**src/rtl/seg_display_mux.sv**
```systemverilog
// Time-multiplexed common-anode seven-segment driver with hex decode, leading-zero
// suppression, anti-ghost blank time and frame-synchronous double-buffered data.
module seg_display_mux #(
  parameter int NUM_DIGITS   = 4,
  parameter int REFRESH_DIV  = 50000,
  parameter int BLANK_CYCLES = 0
) (
  input  logic                    clkIn,
  input  logic                    rstNIn,
  input  logic                    loadIn,
  input  logic [4*NUM_DIGITS-1:0] digitsIn,
  input  logic [NUM_DIGITS-1:0]   dpIn,
  input  logic [NUM_DIGITS-1:0]   blankIn,
  input  logic                    lzsIn,
  output logic [6:0]              segOut,
  output logic                    decimalOut,
  output logic [NUM_DIGITS-1:0]   anodeOut,
  output logic                    frameOut,
  output logic                    pendingOut
);

  localparam int CNTW = (REFRESH_DIV > 1) ? $clog2(REFRESH_DIV) : 1;
  localparam int IDXW = (NUM_DIGITS > 1) ? $clog2(NUM_DIGITS) : 1;
  localparam logic [CNTW-1:0] CNT_LAST  = CNTW'(REFRESH_DIV - 1);
  localparam logic [IDXW-1:0] IDX_LAST  = IDXW'(NUM_DIGITS - 1);
  localparam logic [CNTW-1:0] BLANK_END = CNTW'(BLANK_CYCLES);

  logic [CNTW-1:0]         cnt;
  logic [IDXW-1:0]         idx;
  logic                    slotEnd;
  logic                    frameWrap;
  logic                    inBlank;

  logic [4*NUM_DIGITS-1:0] actDigits;
  logic [NUM_DIGITS-1:0]   actDp;
  logic [NUM_DIGITS-1:0]   actBlank;
  logic [4*NUM_DIGITS-1:0] shDigits;
  logic [NUM_DIGITS-1:0]   shDp;
  logic [NUM_DIGITS-1:0]   shBlank;
  logic                    pending;

  logic [3:0]              curNib;
  logic                    curDp;
  logic                    curBlank;
  logic                    suppress;
  logic                    allZero;
  logic [NUM_DIGITS-1:0]   anodeNext;

  function automatic logic [6:0] hexSeg(input logic [3:0] nib);
    case (nib)
      4'h0: hexSeg = 7'h40;
      4'h1: hexSeg = 7'h79;
      4'h2: hexSeg = 7'h24;
      4'h3: hexSeg = 7'h30;
      4'h4: hexSeg = 7'h19;
      4'h5: hexSeg = 7'h12;
      4'h6: hexSeg = 7'h02;
      4'h7: hexSeg = 7'h78;
      4'h8: hexSeg = 7'h00;
      4'h9: hexSeg = 7'h10;
      4'hA: hexSeg = 7'h08;
      4'hB: hexSeg = 7'h03;
      4'hC: hexSeg = 7'h46;
      4'hD: hexSeg = 7'h21;
      4'hE: hexSeg = 7'h06;
      default: hexSeg = 7'h0E;
    endcase
  endfunction

  assign slotEnd   = (cnt == CNT_LAST);
  assign frameWrap = slotEnd && (idx == IDX_LAST);

  always_ff @(posedge clkIn or negedge rstNIn) begin
    if (!rstNIn) begin
      cnt <= '0;
      idx <= '0;
    end else if (slotEnd) begin
      cnt <= '0;
      idx <= (idx == IDX_LAST) ? '0 : idx + 1'b1;
    end else begin
      cnt <= cnt + 1'b1;
    end
  end

  // A load landing on the wrap edge refills the shadow after the old shadow is applied,
  // so pending stays set for the following frame.
  always_ff @(posedge clkIn or negedge rstNIn) begin
    if (!rstNIn) begin
      actDigits <= '0;
      actDp     <= '0;
      actBlank  <= '1;
      shDigits  <= '0;
      shDp      <= '0;
      shBlank   <= '1;
      pending   <= 1'b0;
    end else begin
      if (frameWrap && pending) begin
        actDigits <= shDigits;
        actDp     <= shDp;
        actBlank  <= shBlank;
        pending   <= 1'b0;
      end
      if (loadIn) begin
        shDigits <= digitsIn;
        shDp     <= dpIn;
        shBlank  <= blankIn;
        pending  <= 1'b1;
      end
    end
  end

  // Walk from the most significant digit down so allZero covers the digit and all above it.
  always_comb begin
    curNib   = '0;
    curDp    = 1'b0;
    curBlank = 1'b0;
    suppress = 1'b0;
    allZero  = 1'b1;
    for (int i = NUM_DIGITS - 1; i >= 0; i--) begin
      allZero = allZero && (actDigits[4*i +: 4] == 4'h0);
      if (idx == IDXW'(i)) begin
        curNib   = actDigits[4*i +: 4];
        curDp    = actDp[i];
        curBlank = actBlank[i];
        suppress = lzsIn && allZero && (i != 0);
      end
    end
  end

  generate
    if (BLANK_CYCLES > 0) begin : genBlank
      assign inBlank = (cnt < BLANK_END);
    end else begin : genNoBlank
      assign inBlank = 1'b0;
    end
  endgenerate

  assign anodeNext = inBlank ? '1 : ~(NUM_DIGITS'(1) << idx);

  always_ff @(posedge clkIn or negedge rstNIn) begin
    if (!rstNIn) begin
      segOut     <= 7'h7F;
      decimalOut <= 1'b1;
      anodeOut   <= '1;
      frameOut   <= 1'b0;
    end else begin
      segOut     <= (curBlank || suppress) ? 7'h7F : hexSeg(curNib);
      decimalOut <= curBlank ? 1'b1 : ~curDp;
      anodeOut   <= anodeNext;
      frameOut   <= (cnt == '0) && (idx == '0);
    end
  end

  assign pendingOut = pending;

endmodule

```
**config.mk**
```make
export PLATFORM = sky130hd
export DESIGN_NAME = seg_display_mux
export DESIGN_NICKNAME = d
export VERILOG_FILES = /design/src/rtl/seg_display_mux.sv
export SDC_FILE = /design/constraint.sdc
export NUM_CORES = 1
export LEC_CHECK = 0
export BUFFER_PORTS_ARGS = -buffer_cell sky130_fd_sc_hd__buf_4
export CAP_MARGIN = 20
export CORE_ASPECT_RATIO = 1.5
export CORE_MARGIN = 5
export CORE_UTILIZATION = 58
export DETAILED_ROUTE_END_ITERATION = 8
export PLACE_DENSITY = 0.88
export SLEW_MARGIN = 0
export SYNTH_ARGS = -nofsm -noshare
export SYNTH_HDL_FRONTEND = slang
export SYNTH_SLANG_ARGS = --single-unit
```
**constraint.sdc**
```tcl
create_clock -name clkIn -period 6.8 [get_ports clkIn]
set_clock_uncertainty 0.1 [all_clocks]
set_input_delay 1.36 -clock clkIn [delete_from_list [all_inputs] [get_ports clkIn]]
set_output_delay 1.36 -clock clkIn [all_outputs]
set_load 0.01 [all_outputs]
```
=== Word level (Yosys, flattened, before mapping) ===
Memory sizes are Yosys's and may differ from the RTL's.
Cells that the tools add are included.

* Bitwise operators: 2
* Div/mod/pow operators: 0
* Reduce and logical (&&, ||, !) cells: 15
* $mul: 0
* Equal/unequal tests: 4
* Muxes and demuxes: 22
* Add/subtract/negate cells: 2
* $lt $le $gt $ge: 0
* Shift-type cells: 1

{| class="wikitable"
|+ Operator list
! cell !! number
|-
| $add 16x1->16 const B || 1
|-
| $eq 16x16->1 const B || 1
|-
| $logic_not 16->1 || 1
|-
| $mux 16 || 1
|-
| $mux 4 || 4
|-
| $mux 1 || 15
|-
| $logic_not 4->1 || 3
|-
| $logic_and 1x1->1 || 8
|-
| $mux 7 || 1
|-
| $eq 2x2->1 const B || 2
|-
| $not 4->4 || 1
|-
| $shl 1x2->4 const A || 1
|-
| $add 2x1->2 const B || 1
|-
| $eq 2x1->1 const B || 1
|-
| $logic_not 2->1 || 1
|-
| $mux 2 || 1
|-
| $reduce_bool 2->1 || 1
|-
| $logic_or 1x1->1 || 1
|-
| $not 1->1 || 1
|}

* Logic and storage cells: 60
* Flip-flop bits (word level): 80
* RAM bits: 0
* Memories: 1
* Latch bits: 0
* ROM bits: 112

{| class="wikitable"
|+ Memory list
! memory !! words !! bits a word !! rd ports !! clocked after memory_dff !! write ports !! RTL line !! text
|-
| (no name shown) || 16 || 7 || 1 || 0 || 0 || 50 || <nowiki>case (nib)</nowiki>
|}

=== Longest topological paths before layout ===
* Word-level depth: 8
* Depth in mapped cells: 11
* Depth with buffers taken out: 10

=== Worst setup path before layout ===
Ideal clock, no wire load.

* Path kind: register -> register
* Start: reg idx[0]
* End: reg segOut[1]
* Arrival time: 2.370 ns
* Path slack: 4.240 ns
* Required time: 6.611 ns
* Stages on the path, launching flop included: 11
* Library setup time: 0.089 ns
* Path through: dfrtp_1 > inv_1 > ha_1 > clkbuf_1 > a22oi_1 > a221oi_1 > inv_1 > ha_1 > o21ai_0 > a21o_1 > nand3_1

* Cells in the longest elaborated chain, start to end: 7
* Elaborated cells between the ends (all ways): 19

{| class="wikitable"
|+ RTL lines
! element !! RTL line !! text
|-
| start: declaration || 29 || <nowiki>logic [IDXW-1:0] idx;</nowiki>
|-
| start signal: assignment || 79 || <nowiki>idx <= (idx == IDX_LAST) ? '0 : idx + 1'b1;</nowiki>
|-
| $eq 2x2->1 || 121 || <nowiki>if (idx == IDXW'(i)) begin</nowiki>
|-
| $mux 4 or $mux 1 (tied branches) (4 in series) || 121 ||
|-
| $mem_v2 16x7 or $logic_or 1x1->1 (tied branches) || n/a ||
|-
| $mux 7 * || 147 || <nowiki>segOut <= (curBlank || suppress) ? 7'h7F : hexSeg(curNib);</nowiki>
|-
| end signal: assignment || 147 ||
|-
| end: declaration || 15 || <nowiki>output logic [6:0] segOut,</nowiki>
|}

Mark *: on every way between the ends. The rest lies on a longest branch, timed or not.
A chain may end at the register's enable or synchronous reset.

=== Worst setup path in the final report ===
* Start: reg cnt[11]
* End: reg actDp[3]

* Cells in the longest elaborated chain, start to end: 3

{| class="wikitable"
|+ RTL lines
! element !! RTL line !! text
|-
| start: declaration || 28 || <nowiki>logic [CNTW-1:0] cnt;</nowiki>
|-
| start signal: assignment || 81 || <nowiki>cnt <= cnt + 1'b1;</nowiki>
|-
| $eq 16x16->1 || 70 || <nowiki>assign slotEnd = (cnt == CNT_LAST);</nowiki>
|-
| $logic_and 1x1->1 || 71 || <nowiki>assign frameWrap = slotEnd && (idx == IDX_LAST);</nowiki>
|-
| $logic_and 1x1->1 || 97 || <nowiki>if (frameWrap && pending) begin</nowiki>
|-
| end signal: assignment || 99 || <nowiki>actDp <= shDp;</nowiki>
|-
| end: declaration || 35 || <nowiki>logic [NUM_DIGITS-1:0] actDp;</nowiki>
|}

Every way passes these cells.

==> out/metrics.csv <==
metric,value,unit
status,completed,
R2R Path Start,cnt[11]$_DFF_PN0_,
Worst-Skew Late Latency,0.36,ns
hold buffers post-CTS,0,
vias in the first global route,2497,
Cell Count Post-Placement,390,
cell count after synthesis,284,
Chip Width,75.0,um
Post-Syn Area,3680,um^2
largest net degree at the start of global routing,81,
Final period util,0.494,
vias per std cell,5.77,
Max IR drop VDD,0.000200,V
register area share after synthesis,0.551,
switching power,0.194,mW
clock share of power,0.398,
LEAKAGE,1.90,nW
asr flop ratio synth,1.00,
IO Port Bufs,41,
layout cells sized above 1,0.389,
Setup Viol. Count Final,0,
Max-Cap Viols,0,
average wire per standard cell,17.5,um
synthesized flop and latch total,80,
"Clk pin slew, worst setup/hold paths",0.08,ns
Slew @ Worst Pin,0.944,ns
post-route ant nets,0,
Yosys warnings,0,
Pint,0.703,mW
"most common cell after layout, fill and taps aside",dfrtp_1,
Fin Hold WS,0.406,ns
final slew viol count,0,
die area,8070,um^2
worst setup path start,cnt[11]$_DFF_PN0_,
Post-Syn Nets,324,
Setup TNS,0,ns
Clock Tree Root,clkbuf_8,
TritonCTS buffer count,9,
CTS Sinks,80,
Tmin final,3.36,ns
chip height,108,um
Final Instance Count excl. Fillers,406,
min-delay src,cnt[13]$_DFF_PN0_,
Setup crit end kind,flop,
WP data arrival,3.50,ns
initial drt markers,192,
"Hold Vio Cnt, Final",0,
register area,2030,um^2
number of fill cells in the layout,426,
Post-synth EDFFs,0,
area occupied by multi-input gates,1530,um^2
R2R Setup Slk,3.44,ns
Detailed Place HPWL,4990,um
Sw Ratio,0.217,
Critical Path RT,6.94,ns
Slew HR,0.371,
fmax,298,MHz
PwrDens,213,nW/um^2
final core utilization,0.683,
CP endpoint,actDp[3]$_DFFE_PN0P_,
reg2reg end,actDp[3]$_DFFE_PN0P_,
Crit Path Max Fanout,15,
gr usage total,0.199,
Initial Util,0.596,
drt drc,0,
RSZ-0062 raised after global routing,false,
Hold/Removal Path Class,flop to flop,
Synth Area per Inst,13.0,um^2
WL final,7090,um
sequential power share,0.559,
total gr overflow,0,
vias,2343,
I/O pin cnt,42,
Post-CTS Setup Bufs,0,
CTS tree,built,
area delta synth->final,14.7,%
total core area,6170,um^2
fin nets,367,
post-CTS sizing,0,
count of cell types in the netlist,42,
Max Buffers Root-to-Sink,2,
CP Class,flop to flop,
Synth Flop Type,dfrtp_1,
most frequent cells in the layout,"60 x dfrtp_1, 43 x buf_4, 28 x mux2_2, 20 x mux2_4, 20 x dfstp_2",
startpoint class of the critical path,flop,
DRT Pass-1 Iters,5,
ant diodes,0,
H-tree levels,3,
R2R depth,6,
logic gate share of total power,0.044,
Routability Congestion,0.827,
initial antenna violation count,0,
"Power, Total",0.897,mW
first-pass GRT wire length,12000,um
row count,35,
==> worst max-delay path, stage by stage (launching register included) <==
cell and delay, ns:
dfrtp_1 0.43, nor4_1 0.31, nand2_1 0.16, nor4_4 0.66, and3_1 0.86, buf_4 0.36, mux2_2 0.36
==> through the flow <==
step / setup slack (ns) / cell area (um^2)
floorplan: 4.24 / 3680
global placement: 3.55 / 4010
detailed placement: 3.44 / 4010
CTS: 3.42 / 4220
global route: 3.30 / 4220
finish: 3.44 / 4220
==> routing by layer <==
| metal | wire [um] | up-vias | global-route usage |
|---|---|---|---|
| met2 | 3890 | 63 | 0.340 |
| met3 | 326 | 19 | 0.0374 |
| li1 | - | 1091 | - |
| met5 | 0 | - | 0 |
| met4 | 151 | 0 | 0.0814 |
| met1 | 2720 | 1170 | 0.240 |
==> cells by family after synthesis <==
family                     share of synthesized area
adders and majority gates                     0.0408
buffers and inverters                         0.0337
DFF                                            0.551
and+or+nand+nor                                0.101
AOI/OAI and AO/OA                             0.0670
muxes                                          0.176
xor gates and xnor gates                      0.0310
==> cells in the mapped netlist, types with 7 or more instances <==
cell	instances	area [um^2]
dfstp_2	20	526
mux2_2	28	315
ha_1	12	150
nand2_1	17	63.8
mux2_4	20	300
dfrtp_1	60	1500
nand3_1	10	50.1
xor2_1	7	61.3
inv_1	11	41.3
nor2_1	13	48.8
o21ai_0	7	35.0
==> state kept, by name, summed over array words and instances (netlist names) <==
| signal | count |
|---|---|
| idx | 2 |
| segOut | 7 |
| shDigits | 16 |
| actBlank | 4 |
| shBlank | 4 |
| actDp | 4 |
| pendingOut | 1 |
| frameOut | 1 |
| anodeOut | 4 |
| shDp | 4 |
| decimalOut | 1 |
| actDigits | 16 |
| cnt | 16 |
==> layout make-up <==
type / count / share of cell area
clock buffer: 11 / 0.0359
clock inverter: 5 / 0.0131
inverter: 11 / 0.00979
multi-input combinational: 182 / 0.362
sequential: 80 / 0.481
tap: 74 / 0.0220
timing repair buffer: 43 / 0.0765
==> power by group through the flow <==
stage / clock [mW] / sequential [mW] / combinational, mW
after floorplan: 0 / 0.506 / 0.0178
after global placement: 0 / 0.510 / 0.0391
after detailed placement: 0 / 0.510 / 0.0406
after CTS: 0.360 / 0.501 / 0.0407
after global routing: 0.384 / 0.502 / 0.0442
final: 0.357 / 0.501 / 0.0394
==> worst min path at each step <==
stage	end	slack [ns]	cells after the start
floorplan	cnt[0]$_DFF_PN0_	0.35	1
global placement	cnt[0]$_DFF_PN0_	0.37	1
detailed placement	cnt[13]$_DFF_PN0_	0.39	1
CTS	cnt[13]$_DFF_PN0_	0.41	1
global route	cnt[13]$_DFF_PN0_	0.43	1
finish	cnt[13]$_DFF_PN0_	0.41	1
No activity file was read; power rests on OpenSTA's default activity.
